==> config.mk <==
export PLATFORM = sky130hd
export DESIGN_NAME = m_ex_mem_stage
export DESIGN_NICKNAME = d
export VERILOG_FILES = /design/src/rtl/m_ex_mem_stage.sv
export SDC_FILE = /design/constraint.sdc
export NUM_CORES = 1
export LEC_CHECK = 0
export CAP_MARGIN = 20
export CELL_PAD_IN_SITES_DETAIL_PLACEMENT = 0
export CELL_PAD_IN_SITES_GLOBAL_PLACEMENT = 1
export CORE_MARGIN = 2
export CORE_UTILIZATION = 41
export DETAILED_ROUTE_END_ITERATION = 8
export PLACE_DENSITY_LB_ADDON = 0.1
export RECOVER_POWER = 25
export SLEW_MARGIN = 40
export SYNTH_ARGS = -nofsm -noshare
export SYNTH_HDL_FRONTEND = slang
export SYNTH_SLANG_ARGS = --single-unit
==> constraint.sdc <==
create_clock -name clk -period 2.31 [get_ports clk]
set_input_delay 0.231 -clock clk [delete_from_list [all_inputs] [get_ports clk]]
set_output_delay 0.231 -clock clk [all_outputs]
set_load 0.05 [all_outputs]
==> src/rtl/m_ex_mem_stage.sv <==
// m_ex_mem_stage
//   Execute stage of the MIPS 5-stage pipeline plus the EX/MEM pipeline
//   register. A combinational ALU decodes alu_ctrl and works on op_a/op_b.
//   The result, the zero flag, the store data, the destination register and
//   the MEM/WB control bits are registered toward the MEM stage.
//
//   The register update priority is flush > stall > load.
//   - flush writes a bubble: every _q register is cleared.
//   - stall holds every _q register.
//   - load captures new values. Each control bit is gated by valid_in.
//
// Optional feature (macro M_EX_OVF_TRAP_EN):
//   defined   : signed overflow is detected for add and sub. ovf_q is
//               registered, and reg_write_q is suppressed when overflow is set.
//   undefined : there is no overflow logic, and ovf_q is tied to 0.
//
// Ports:
//   clk, rst_n             rising-edge clock, async active-low reset
//   alu_ctrl               ALU operation code
//   op_a, op_b             ALU operands
//   store_data_in          rt value for sw
//   wr_reg_in              destination register
//   valid_in               ID/EX slot holds a real instruction
//   reg_write_in .. branch_in   MEM/WB control bits
//   stall, flush           hold / bubble controls
//   alu_result_q, zero_q   registered ALU result and (result == 0)
//   store_data_q, wr_reg_q registered store data / destination
//   valid_q                registered slot valid
//   reg_write_q .. branch_q     registered controls
//   ovf_q                  registered signed-overflow flag

module m_ex_mem_stage #(
  parameter int N          = 32,
  parameter int N_ALU_CTRL = 4,
  parameter int N_REG_ADDR = 5
) (
  input  logic                  clk,
  input  logic                  rst_n,
  input  logic [N_ALU_CTRL-1:0] alu_ctrl,
  input  logic [N-1:0]          op_a,
  input  logic [N-1:0]          op_b,
  input  logic [N-1:0]          store_data_in,
  input  logic [N_REG_ADDR-1:0] wr_reg_in,
  input  logic                  valid_in,
  input  logic                  reg_write_in,
  input  logic                  mem_read_in,
  input  logic                  mem_write_in,
  input  logic                  mem_to_reg_in,
  input  logic                  branch_in,
  input  logic                  stall,
  input  logic                  flush,
  output logic [N-1:0]          alu_result_q,
  output logic                  zero_q,
  output logic [N-1:0]          store_data_q,
  output logic [N_REG_ADDR-1:0] wr_reg_q,
  output logic                  valid_q,
  output logic                  reg_write_q,
  output logic                  mem_read_q,
  output logic                  mem_write_q,
  output logic                  mem_to_reg_q,
  output logic                  branch_q,
  output logic                  ovf_q
);

  localparam logic [N_ALU_CTRL-1:0] ALU_AND = N_ALU_CTRL'(4'b0000);
  localparam logic [N_ALU_CTRL-1:0] ALU_OR  = N_ALU_CTRL'(4'b0001);
  localparam logic [N_ALU_CTRL-1:0] ALU_ADD = N_ALU_CTRL'(4'b0010);
  localparam logic [N_ALU_CTRL-1:0] ALU_SUB = N_ALU_CTRL'(4'b0110);
  localparam logic [N_ALU_CTRL-1:0] ALU_SLT = N_ALU_CTRL'(4'b0111);
  localparam logic [N_ALU_CTRL-1:0] ALU_NOR = N_ALU_CTRL'(4'b1100);

  logic [N-1:0] sum;
  logic [N-1:0] diff;
  logic [N-1:0] result;
  logic         zero;
  logic         slt;
  logic         reg_write_eff;

  assign sum  = op_a + op_b;
  assign diff = op_a - op_b;
  assign slt  = ($signed(op_a) < $signed(op_b));

  always_comb begin
    result = '0;
    case (alu_ctrl)
      ALU_ADD: result = sum;
      ALU_SUB: result = diff;
      ALU_AND: result = op_a & op_b;
      ALU_OR:  result = op_a | op_b;
      ALU_SLT: result = {{(N-1){1'b0}}, slt};
      ALU_NOR: result = ~(op_a | op_b);
      default: result = '0;
    endcase
  end

  assign zero = (result == '0);

`ifdef M_EX_OVF_TRAP_EN
  logic ovf_add;
  logic ovf_sub;
  logic overflow;

  // add: the operands have the same sign and the sum's sign differs.
  // sub: the operands differ in sign and the result's sign differs from a.
  assign ovf_add  = (op_a[N-1] == op_b[N-1]) && (sum[N-1]  != op_a[N-1]);
  assign ovf_sub  = (op_a[N-1] != op_b[N-1]) && (diff[N-1] != op_a[N-1]);
  assign overflow = ((alu_ctrl == ALU_ADD) && ovf_add) ||
                    ((alu_ctrl == ALU_SUB) && ovf_sub);

  // An overflowing instruction must not retire its register write.
  assign reg_write_eff = reg_write_in && valid_in && !overflow;

  always_ff @(posedge clk or negedge rst_n) begin
    if (!rst_n) begin
      ovf_q <= 1'b0;
    end else if (flush) begin
      ovf_q <= 1'b0;
    end else if (!stall) begin
      ovf_q <= overflow && valid_in;
    end
  end
`else
  assign reg_write_eff = reg_write_in && valid_in;
  assign ovf_q         = 1'b0;
`endif

  always_ff @(posedge clk or negedge rst_n) begin
    if (!rst_n) begin
      alu_result_q <= '0;
      zero_q       <= 1'b0;
      store_data_q <= '0;
      wr_reg_q     <= '0;
      valid_q      <= 1'b0;
      reg_write_q  <= 1'b0;
      mem_read_q   <= 1'b0;
      mem_write_q  <= 1'b0;
      mem_to_reg_q <= 1'b0;
      branch_q     <= 1'b0;
    end else if (flush) begin
      alu_result_q <= '0;
      zero_q       <= 1'b0;
      store_data_q <= '0;
      wr_reg_q     <= '0;
      valid_q      <= 1'b0;
      reg_write_q  <= 1'b0;
      mem_read_q   <= 1'b0;
      mem_write_q  <= 1'b0;
      mem_to_reg_q <= 1'b0;
      branch_q     <= 1'b0;
    end else if (!stall) begin
      // Data is captured even for a bubble. MEM ignores it because the
      // bubble's controls are masked off.
      alu_result_q <= result;
      zero_q       <= zero;
      store_data_q <= store_data_in;
      wr_reg_q     <= wr_reg_in;
      valid_q      <= valid_in;
      reg_write_q  <= reg_write_eff;
      mem_read_q   <= mem_read_in   && valid_in;
      mem_write_q  <= mem_write_in  && valid_in;
      mem_to_reg_q <= mem_to_reg_in && valid_in;
      branch_q     <= branch_in     && valid_in;
    end
  end

endmodule

==> results.yml <==
clocking:
  cts.sinks: 76
  cts_tree: "yes"
  cts_max_level: 3
  cts_buffer_depth: 2
  clk_latency_ns: 0.35
  cts_buffers: 9
  cts_root_buf: "clkbuf_16"
  clk_pin_slew_ns: 0.06
setup_path:
  worst_ep_required_time_ns: 2.50
  critPathCaptureType: "register"
  path_class: "input pin to register"
  critPathArrivalTime_ns: 3.40
  startpoint_type: "input pin"
  crit_fanout: 4
logic_synthesis:
  syn-num-nets: 1368
  seq_area_frac_synth: 0.2141
  synth-main-ff-cell: "dfrtp_1"
  yosysWarnings: 0
  ys_async_sr_fraction: 1.000
  synth.distinct_cells: 82
  synth_cells: 1148
  avgSynthCellArea_um2: 7.738
  netlist_area_um2: 8884
  ys_ff_latch: 76
  synth-edff-count: 0
die:
  fp-row-count: 53
  initial_core_util: 0.4199
  die_y_um: 151.2
  core-area_um2: 21150
  die_area_um2: 22860
  die_w_um: 151.2
  num_io_pins: 192
timing:
  final-hold-violation-count: 0
  fin_crit_sh: 1.391
  finalSetupViolCount: 25
  fmax_ghz: 0.3113
  worst_slack_ns: -0.9025
  worst_clock_skew_ns: 0
  slew_viol_final: 0
  fin_crit_ns: 3.213
  worst_pin_slew_ns: 1.139
  rsz0062_at_grt: "yes"
  timing.slew.headroom: 0.2403
power:
  leakage_nw: 7.712
  peakVddDrop_v: 0.0003515
  powerDensity_nw_per_um2: 416.4
grt:
  grt_pass1_wl_mm: 59.91
  grt_pass1_vias: 11120
  grtUsageTotal: 0.3384
  antenna_found_initial: 0
  overflow: 0
  grt_max_degree: 75
min_path:
  hold_path_class: "input pin to register"
routing:
  detail_route.vias_per_cell: 5.713
  drt_iter0_drc: 844
  ant_nets: 0
  postRouteWirelength_mm: 41.05
  vias: 11560
  wl_per_cell_um: 20.29
  post-route-drc-count: 0
  first_pass_iters: 6
run_status:
  violations: "negative setup slack"
  outcome: "finished, violations left"
final_layout:
  syn2layout_area_growth_pct: 86.82
  drive_gt1_frac: 0.4628
  nFillCells: 1497
  multi_input_area_um2: 7969
  final_cells: 2023
  fin_nets: 1963
  seqCellArea_um2: 1902
  antennaDiodeCount: 0
placement:
  dp_hpwl_mm: 29.92
  io_buffers: 190
  post-place-ws_ns: -1.742
  dp_cells: 1925
  gp_congestion: 0.9804
run:
  drv_cap: 0
[where the power goes]
part | internal [W] | total (W) | switching, W | leakage [nW]
sequential | 0.00141 | 0.00145 | 0.0000465 | 1.02
clock | 0.000986 | 0.00161 | 0.000627 | 0.160
combinational | 0.00183 | 0.00384 | 0.00202 | 6.53
[worst paths after layout]
path	endpoint	slack, ns	cells after the start	start
setup / recovery	alu_result_q[28]	-0.90	13	op_a[0]
hold / removal	alu_result_q[15]	0.43	4	stall
setup reg to reg	zero_q	1.44	2	zero_q
hold reg to reg	alu_result_q[31]	0.52	1	alu_result_q[31]
max in group asynchronous	store_data_q[17]	0.30	3	rst_n
min in group asynchronous	store_data_q[1]	0.65	2	rst_n
[cells in the final DEF, fill, tap and decap left out, drive strengths merged, types with 17 or more instances in the layout]
cell type and count:
ha 103, a221o 18, mux2i 54, a21oi 91, nor2 172, buf 492, nand3 24, inv 102
dfrtp 76, a211oi 19, clkbuf 26, a221oi 17, nor3 23, nand2 63, clkdlybuf4s50 141, o21ai 54
[timing repair]
item | in CTS | in global routing
pin swaps | 126 | 107
setup buffers | 42 | 49
gates cloned | 0 | 1
hold endpoints to repair | 43 | 0
gates resized for setup | 345 | 179
hold buffers | 1 | 0
endpoints found under the setup margin | 30 | 29
[layer usage]
metal | up-vias | global-route usage | wire [um]
li1 | 5383 | - | -
met5 | - | 0 | 0
met2 | 546 | 0.5572 | 19180
met1 | 5520 | 0.4448 | 16970
met4 | 0 | 0.09486 | 1366
met3 | 108 | 0.07651 | 3535
[synth_stat cells, drive strengths merged, types with 5 or more instances]
cell	instances	area share
a21o	16	0.014
o21a	6	0.0051
nor2	172	0.073
a211o	7	0.0069
mux2i	54	0.061
o31a	5	0.0049
nor2b	13	0.0092
o311ai	7	0.0086
inv	100	0.042
nand4	12	0.0085
nor4bb	5	0.0056
dfrtp	76	0.21
nand2b	10	0.0079
o211ai	10	0.0085
ha	103	0.15
a211oi	19	0.019
nand3	24	0.014
o21bai	8	0.0068
a31oi	14	0.0099
a2111o	5	0.0063
a221oi	17	0.018
and2	12	0.0085
clkbuf	39	0.016
o221a	5	0.0063
nor3	23	0.013
a2111oi	9	0.011
nand2	63	0.027
nor4	14	0.013
a21oi	91	0.051
buf	33	0.019
a221o	18	0.020
a22oi	10	0.0085
and3	8	0.0056
o31ai	11	0.0093
o21ai	54	0.031
[area by class of cell]
| cell class | count | share of cell area |
|---|---|---|
| Multi-Input combinational cell | 900 | 0.4802 |
| Timing Repair Buffer | 656 | 0.3379 |
| Sequential cell | 76 | 0.1146 |
| Inverter | 100 | 0.02654 |
| Tap cell | 275 | 0.02073 |
| Clock buffer | 10 | 0.01440 |
| Clock inverter | 6 | 0.005654 |
[sequential cells by signal, summed over array words and instances (netlist names)]
name / count
zero_q: 1
valid_q: 1
alu_result_q: 32
branch_q: 1
mem_to_reg_q: 1
mem_write_q: 1
store_data_q: 32
reg_write_q: 1
mem_read_q: 1
wr_reg_q: 5
[critical path: stages]
cell and delay, ns:
buf_8 0.10, ha_4 0.16, fa_2 0.36, a21o_1 0.20
a221o_2 0.44, a221o_1 0.40, a31o_4 0.27, o21ai_4 0.21
nand4b_1 0.18, a21oi_1 0.08, a211o_1 0.30, a221oi_4 0.36
a211oi_2 0.12
[through the flow]
stage / total power, W / hold slack (ns) / setup TNS [ns] / cell area, um2 / utilization
finish: 0.006910 / 0.4291 / -11.24 / 16600 / 0.7845
global route: 0.007193 / 0.4325 / -13.29 / 16600 / 0.7845
CTS: 0.006560 / 0.3681 / -11.00 / 15730 / 0.7435
detailed placement: 0.004595 / 0.2743 / -37.44 / 14260 / 0.6740
global placement: 0.004560 / 0.2746 / -35.78 / 14250 / 0.6738
floorplan: 0.003049 / -0.06459 / -5.592 / 9388 / -
[kinds of logic after synthesis]
group | after synthesis | share of synthesized area
AO/OA/AOI/OAI | 357 | 0.2901
buffers and inverters | 172 | 0.07732
XOR/XNOR | 2 | 0.001972
flip-flops | 76 | 0.2141
AND/OR/NAND/NOR | 381 | 0.2056
adder cells (fa/ha/maj) | 105 | 0.1496
other | 1 | 0.0004221
multiplexers | 54 | 0.06085
No activity file was read; power rests on OpenSTA's default activity.
==> RTL edit: new RTL, same flow settings <==
The option `M_EX_OVF_TRAP_EN` is turned on by a define.
--- a/src/rtl/m_ex_mem_stage.sv
+++ b/src/rtl/m_ex_mem_stage.sv
@@ -28,6 +28,8 @@
 //   valid_q                registered slot valid
 //   reg_write_q .. branch_q     registered controls
 //   ovf_q                  registered signed-overflow flag
+
+`define M_EX_OVF_TRAP_EN
 
 module m_ex_mem_stage #(
   parameter int N          = 32,
Behaviour: not the same (Yosys sat finds a counterexample within 4 cycles, from zero or initial values and one cycle with rst_n low).
==> RTL edit against the original RTL <==
  * The run ends with capacitance limit, slew limit, setup timing left
  * Setup slack better by 0.14 ns
  * Sequential cell count is 1 higher
  * Count of clock-buffer cells in the layout stayed put
  * Synthesized area is 2.2% lower
  * Wire length is 5.6% lower
  * Worst hold slack better by 0.068 ns
  * Cell count is 2.8% lower
  * Combinational power is 4% higher
  * Power is 1.3% lower
  * Utilization is 0.65 points higher
  * Design area is 0.44% lower
  * Critical path type unchanged
  * Highest routed layer unchanged
==> RTL edit: results <==
group,metric,value,unit
status,outcome,"complete, but fails checks",
status,violations,"capacitance limit, slew limit, setup timing",
clocking,clk_latency,0.33,ns
global_routing,grt_pass1_wl,57700,microns
route,m1WireLength,15100,microns
critical_path,critPathArrivalTime,3.32,ns
final_layout,fillCellCount,1434,
global_routing,grt_util_met1,39.0,%
pwr,vdd_drop_max,0.328,mV
timing,setup_viol,27,
clocking,ctsResizeCount,470,
place,placed_area,13500,sq um
clocking,postCtsSetupRepairBufs,70,
critical_path,timing.rr.end,"alu_result_q[21]",
place,gp_routability_congestion,0.937,
global_routing,grt_pass1_vias,11100,
timing,worst_pin_slew,1.67,ns
pwr,pg_comb,0.00401,W
timing,fin_tns_setup,-9.79,ns
logic_synthesis,synth_xor_area_share,0.605,%
global_routing,grt_usage,32.5,%
critical_path,reg2regPathDepth,3,
flow_run,drv_cap,1,
logic_synthesis,post_synth.cell_area_avg,7.73,sq um
logic_synthesis,synth_fa_ha_area_share,15.3,%
logic_synthesis,synth_cell_type_count,81,
pwr,switching_share,39.8,%
final_layout,syn2layout_area_growth,90.1,%
global_routing,grt_antenna_before_repair,1,
logic_synthesis,synthMuxAreaShare,6.46,%
final_layout,inverters,96,
logic_synthesis,synth_compound_area_share,29.0,%
place,place_ws,-2.12,ns
final_layout,seqCellArea,1930,sq um
final_layout,buffer_area_share,33.8,%
final_layout,clkCellAreaFrac,1.67,%
final_layout,layout-drive-gt1-share,47.5,%
logic_synthesis,synth_common_cells,"nor2_1, ha_1, a21oi_1, inv_1, dfrtp_1",
route,drt-initial-drc-count,771,
final_layout,multi_input_cells,875,
route,wl_met2,19700,microns
pwr,p_leak,7.50,nW
timing,setup_slack,-0.764,ns
critical_path,slowest_stage,"fa_2",
final_layout,seq_cells,77,
pwr,clockPowerShare,19.8,%
final_layout,final_nets,1906,
timing,slew_violations,49,
final_layout,multi_input_area,7970,sq um
global_routing,use_met2,57.5,%
critical_path,r2r_setup_slack,1.46,ns
critical_path,timing.critical_path.to,"zero_q",
logic_synthesis,synth_nets,1345,
-- RTL edit: cell count changes in the layout (fill, tap and decap cells not counted), moves of 8 or more --
cell / change
inv_1: -16
a22oi_1: +24
ha_1: -11
a221o_1: -10
ha_4: +10
nor2_1: -25
buf_6: +44
buf_4: -65
o22ai_1: +24
clkbuf_2: -8
inv_4: +12
-- RTL edit: worst min path at each step --
stage / startpoint / endpoint / slack [ns] / depth (start not counted)
final: wr_reg_in[2] / wr_reg_q[2] / 0.50 / 3
after global routing: wr_reg_in[2] / wr_reg_q[2] / 0.49 / 3
after CTS: rst_n / alu_result_q[25] / 0.42 / 2
after detailed placement: rst_n / wr_reg_q[0] / 0.24 / 1
after global placement: rst_n / store_data_q[2] / 0.24 / 1
after floorplan: rst_n / alu_result_q[0] / -0.06 / 0
-- RTL edit: critical path: cells and delay by family --
kind	cells	cell delay, ns
fa+ha+maj	2	0.52
simple gates	4	0.66
buf+inv	3	0.36
compound gates	7	1.53
